==> src/rtl/stream_unpadding.sv <==
// stream_unpadding: strips the P-element border from a row-major padded
// (R_N+2P) x (C_N+2P) stream and forwards the R_N x C_N interior.
//
// Handshake: a transfer happens on a rising edge where valid && ready are both
// high. in_ready is combinational and depends only on en_unpadding and the
// single output register (free, or draining this cycle). out_valid is held
// until accepted, and out_data/out_last stay stable while stalled.
module stream_unpadding #(
    parameter int In_d_W = 32,
    parameter int R_N    = 3,
    parameter int C_N    = 3,
    parameter int P      = 1
) (
    input  logic              clk,
    input  logic              rst,
    input  logic              clr,
    input  logic              en_unpadding,
    input  logic              in_valid,
    input  logic [In_d_W-1:0] in_data,
    output logic              in_ready,
    output logic              out_valid,
    output logic [In_d_W-1:0] out_data,
    output logic              out_last,
    input  logic              out_ready,
    output logic              frame_done,
    output logic              err_border
);

    localparam int R_N_P = R_N + 2 * P;
    localparam int C_N_P = C_N + 2 * P;
    localparam int RW    = (R_N_P > 1) ? $clog2(R_N_P) : 1;
    localparam int CW    = (C_N_P > 1) ? $clog2(C_N_P) : 1;

    // Row/column bounds of the padded frame and of its interior window.
    localparam logic [RW-1:0] R_LAST     = RW'(R_N_P - 1);
    localparam logic [RW-1:0] R_LO       = RW'(P);
    localparam logic [RW-1:0] R_HI       = RW'(R_N + P);
    localparam logic [RW-1:0] R_OUT_LAST = RW'(R_N + P - 1);
    localparam logic [CW-1:0] C_LAST     = CW'(C_N_P - 1);
    localparam logic [CW-1:0] C_LO       = CW'(P);
    localparam logic [CW-1:0] C_HI       = CW'(C_N + P);
    localparam logic [CW-1:0] C_OUT_LAST = CW'(C_N + P - 1);

    logic [RW-1:0]     r_q, r_d;
    logic [CW-1:0]     c_q, c_d;
    logic              out_valid_q, out_valid_d;
    logic [In_d_W-1:0] out_data_q, out_data_d;
    logic              out_last_q, out_last_d;
    logic              frame_done_q, frame_done_d;
    logic              err_q, err_d;

    logic accept;
    logic interior;
    logic at_frame_end;

    assign in_ready     = en_unpadding && (!out_valid_q || out_ready);
    assign accept       = in_valid && in_ready;
    assign interior     = (r_q >= R_LO) && (r_q < R_HI) && (c_q >= C_LO) && (c_q < C_HI);
    assign at_frame_end = (r_q == R_LAST) && (c_q == C_LAST);

    assign out_valid  = out_valid_q;
    assign out_data   = out_data_q;
    assign out_last   = out_last_q;
    assign frame_done = frame_done_q;
    assign err_border = err_q;

    // Next-state: position counters, output register load/drain, flags.
    always_comb begin
        r_d          = r_q;
        c_d          = c_q;
        out_valid_d  = out_valid_q;
        out_data_d   = out_data_q;
        out_last_d   = out_last_q;
        frame_done_d = 1'b0;
        err_d        = err_q;

        // A drain frees the register; a same-cycle interior load below re-fills it.
        if (out_valid_q && out_ready) begin
            out_valid_d = 1'b0;
        end

        if (accept) begin
            if (c_q == C_LAST) begin
                c_d = '0;
                r_d = (r_q == R_LAST) ? '0 : r_q + 1'b1;
            end else begin
                c_d = c_q + 1'b1;
            end

            if (interior) begin
                out_valid_d = 1'b1;
                out_data_d  = in_data;
                out_last_d  = (r_q == R_OUT_LAST) && (c_q == C_OUT_LAST);
            end else if (in_data != '0) begin
                err_d = 1'b1;
            end

            frame_done_d = at_frame_end;
        end
    end

    // State register: async reset, then synchronous clear with top priority.
    always_ff @(posedge clk or negedge rst) begin
        if (!rst) begin
            r_q          <= '0;
            c_q          <= '0;
            out_valid_q  <= 1'b0;
            out_data_q   <= '0;
            out_last_q   <= 1'b0;
            frame_done_q <= 1'b0;
            err_q        <= 1'b0;
        end else if (clr) begin
            r_q          <= '0;
            c_q          <= '0;
            out_valid_q  <= 1'b0;
            out_data_q   <= '0;
            out_last_q   <= 1'b0;
            frame_done_q <= 1'b0;
            err_q        <= 1'b0;
        end else begin
            r_q          <= r_d;
            c_q          <= c_d;
            out_valid_q  <= out_valid_d;
            out_data_q   <= out_data_d;
            out_last_q   <= out_last_d;
            frame_done_q <= frame_done_d;
            err_q        <= err_d;
        end
    end

endmodule
==> config.mk <==
export PLATFORM = sky130hd
export DESIGN_NAME = stream_unpadding
export DESIGN_NICKNAME = d
export VERILOG_FILES = /design/src/rtl/stream_unpadding.sv
export SDC_FILE = /design/constraint.sdc
export NUM_CORES = 1
export LEC_CHECK = 0
export ABC_AREA = 0
export BUFFER_PORTS_ARGS = -buffer_cell sky130_fd_sc_hd__buf_2
export CORE_ASPECT_RATIO = 1.5
export CORE_UTILIZATION = 35
export CTS_CLUSTER_DIAMETER = 120
export CTS_CLUSTER_SIZE = 8
export DETAILED_ROUTE_END_ITERATION = 8
export PLACE_DENSITY = 0.73
export SLEW_MARGIN = 20
export SYNTH_ARGS = -nofsm -noshare
export SYNTH_HDL_FRONTEND = slang
export SYNTH_SLANG_ARGS = --single-unit
==> constraint.sdc <==
create_clock -name clk -period 1.8 [get_ports clk]
set_clock_uncertainty 0.2 [all_clocks]
set_input_delay 0.18 -clock clk [delete_from_list [all_inputs] [get_ports clk]]
set_output_delay 0.18 -clock clk [all_outputs]
set_load 0.02 [all_outputs]
==> impl_results.md <==
* Worst-path clk slew at roughly 0.08 ns
* Pin count of the biggest net entering global routing at 27
* Internal power at approximately 1300 uW
* Max IR drop VDD at 283 uV
* Setup crit start kind: flip-flop
* Max_slew headroom at 69.5%
* TritonCTS Buffers at 5
* Routing usage on met1 at 20.5%
* WL/cell at 17.0 microns
* FFs w/ async S/R, synth at 100%
* Layout Nets at around 310
* Layout cell share with drive strength beyond 1 at between 40 and 50%
* Flop pwr share at between 50% and 60%
* Hold Fails Final Rpt at 0
* Crit path DAT at slightly above 2 ns
* Starting DRT DRC Count at ~70
* Ant. Diodes at 0
* # DRC at 0
* Hold Slack at around 0.033 ns
* Final Setup Violations at 34
* Post-synth top area share at roughly three fifths
* Detailed placer's ending HPWL at ~3.3 mm
* Tightest Hold Check Type: primary input to flip-flop
* CTS tree: done
* Synth Cell Area at around 0.0018 sq mm
* Area grow syn2layout at 63.0%
* Synth area leaders: dfrtp_1 58%, a22o_1 15%, ha_1 5.5%
* Synth Flop Type: dfrtp_1
* Multiplexer share of the synthesized area at less than 1%
* Ys Warns at 0
* Min cycle time layout at ~2 ns
* Layout Utilization at 60.4%
* Total congestion overflow at 0
* DRT Pass-1 Iters at 4
* Die Wd at 60.7 microns
* Largest family of logic cells by synthesized area: compound AO/OA/AOI/OAI gates
* Rows at 31
* Worst skew pair latency at 0.29 ns
* Htree depth at 2
* Switching share of power at 24.3%
* GRT met3 Usage at 4.32%
* Syn Nets at 190
* Biggest area consumer among synthesized cells: dfrtp_1
* Global Route Usage Sum at a little under a fifth
* Detail Route Antenna Nets at 0
* CP required at 1.83 ns
* Power Dens Cells at about 600 mW/mm^2
* Worst-path fanout max at 12
* WS Path Type: flip-flop to flip-flop
* Initial Util at a little under two fifths
* Grt met2 use at between 30% and 40%
* Worst slew pin tran at ~0.45 ns
* Net Sw Power at approximately 420 uW
* Post-synthesis cell count at 144
* Max_cap viols at 0
* Syn_area_per_cell at around 13 sq um
* Combinational share of power at between 10% and 20%
* Post-synth top cells: 42 x dfrtp_1, 32 x a22o_1, 10 x nor4_1, 9 x nand2_1, 8 x ha_1
* Synth Area in Simple Gates at roughly an eighth
* Fmax at between 400 and 500 MHz
* Clk root buf: clkbuf_8
* Adder and majority gate portion of the synthesized area at 5.53%
* Placed cell count at 295
* Synth cell types at 28
* Leak at between 0.0015 and 0.002 uW
* PortBufs at 74
* WL final at ~5.7 mm
* Top-level port count at 75
* Setup repair after global routing missed its margin: yes
* First-pass GRT wire length at about 7.9 mm
* CP endpoint kind: flip-flop
* Non-Filler Instances at 333
* Post-Synth XOR/XNOR Area at 0%
* Final worst slack at -0.203 ns
* Pins Over Slew Limit at 0
* Via count at between 1500 and 2000
* Outcome: finished, violations left
* Most common cell in the netlist: dfrtp_1
* Die Ht at 90.1 microns
* Synth Area in Compound Gates at around a fifth
* RePlAce Congestion at 0.753
* Core Region at 0.00489 sq mm
* Fin area at approximately 0.0030 sq mm
* Initial antenna violation count at 0
* Post-Place Cell Area at around 0.0024 sq mm
* Number of global-route vias before repair at between 1500 and 2000
* Via-per-instance ratio at 5.38
* Die area at around 0.0055 sq mm
* Longest Clk Path Bufs at 2
* Tcrit/Tclk final at 111%
* Register area share after synthesis at between 50% and 60%
* Clock Sinks at between 40 and 50
* Clock Power Share at 32.9%
* Number of synthesized flops with an enable pin at 0
* Most Crowded Layer GR: met2
* Yosys reg bits at 42
* Violated checks: negative setup slack
==> cells by family (layout without fill, tap and decap cells) <==
group           count (synthesis)  in the layout
simple gates                   37             37
compound gates                 42             42
flops                          42             42
buf+inv                        14            137
mux                             1              1
fa+ha+maj                       8              8
==> what timing repair did <==
item	4_1_cts	5_1_grt
pin swaps	6	13
setup endpoints to repair	34	36
gates resized for setup	13	25
hold endpoints to repair	75	0
hold buffers	34	0
buffers inserted	1	3
gates cloned	0	1
==> cell usage in the layout, fill, tap and decap left out, types with 3 or more instances in the layout <==
master / Yosys / routed
nor4_1: 10 / 4
nor4_2: 0 / 4
buf_6: 3 / 6
a21oi_1: 7 / 6
nand4_1: 3 / 3
dlygate4sd3_1: 0 / 30
clkbuf_8: 0 / 5
inv_1: 6 / 3
ha_1: 8 / 4
a22o_1: 32 / 32
buf_2: 3 / 67
dlymetal6s4s_1: 0 / 4
buf_4: 0 / 14
nand2_1: 9 / 9
dfrtp_1: 42 / 42
ha_4: 0 / 3
==> critical path, stage by stage, from the launching register on <==
cell,delay [ns]
dfrtp_1,0.39
inv_2,0.08
ha_4,0.12
nor2_2,0.04
or4_4,0.50
nor3_4,0.17
buf_6,0.15
buf_8,0.13
a22o_1,0.16
==> state kept, by name, indices dropped and copies added, names as in the netlist <==
register    count
r_q             3
out_data       32
err_border      1
c_q             3
out_last        1
out_valid       1
frame_done      1
==> worst paths after layout <==
check | slack [ns] | cells past startpoint | end | from
max reg2reg | -0.20 | 8 | out_data[16] | c_q[1]
max in group asynchronous | 0.77 | 3 | out_data[18] | rst
min reg2reg | 0.30 | 1 | out_last | out_last
min | 0.03 | 2 | c_q[2] | clr
min in group asynchronous | 0.16 | 2 | c_q[1] | rst
max | -0.20 | 8 | out_data[16] | c_q[1]
==> metal layers <==
metal / routed length (microns) / vias up
li1: - / 794
met4: 157 / 0
met5: 0 / -
met3: 332 / 16
met2: 3020 / 82
met1: 2160 / 900
==> power by group through the flow <==
stage          logic (uW)  clock network (uW)  registers [uW]
6_report              219                 574             951
3_5_place_dp          140                   0             968
5_1_grt               237                 623             951
2_1_floorplan        36.4                   0             970
3_3_place_gp          139                   0             968
4_1_cts               202                 579             950
==> area by class of cell <==
type | instances | area [sq um]
Clock inverter | 2 | 10.0
Tap cell | 66 | 82.6
Inverter | 6 | 25.0
Clock buffer | 5 | 68.8
Multi-Input combinational cell | 88 | 801
Fill cell | 364 | 1940
Sequential cell | 42 | 1050
Timing Repair Buffer | 124 | 913
==> metrics by stage <==
stage,setup WS [ns],setup TNS [ns],power (uW)
2_1_floorplan,-0.135,-4.13,1010
3_3_place_gp,-0.104,-3.16,1110
3_5_place_dp,-0.161,-4.50,1110
4_1_cts,-0.162,-4.37,1730
5_1_grt,-0.287,-7.69,1810
6_report,-0.203,-5.22,1740
Power figures use the tool's default switching activity.
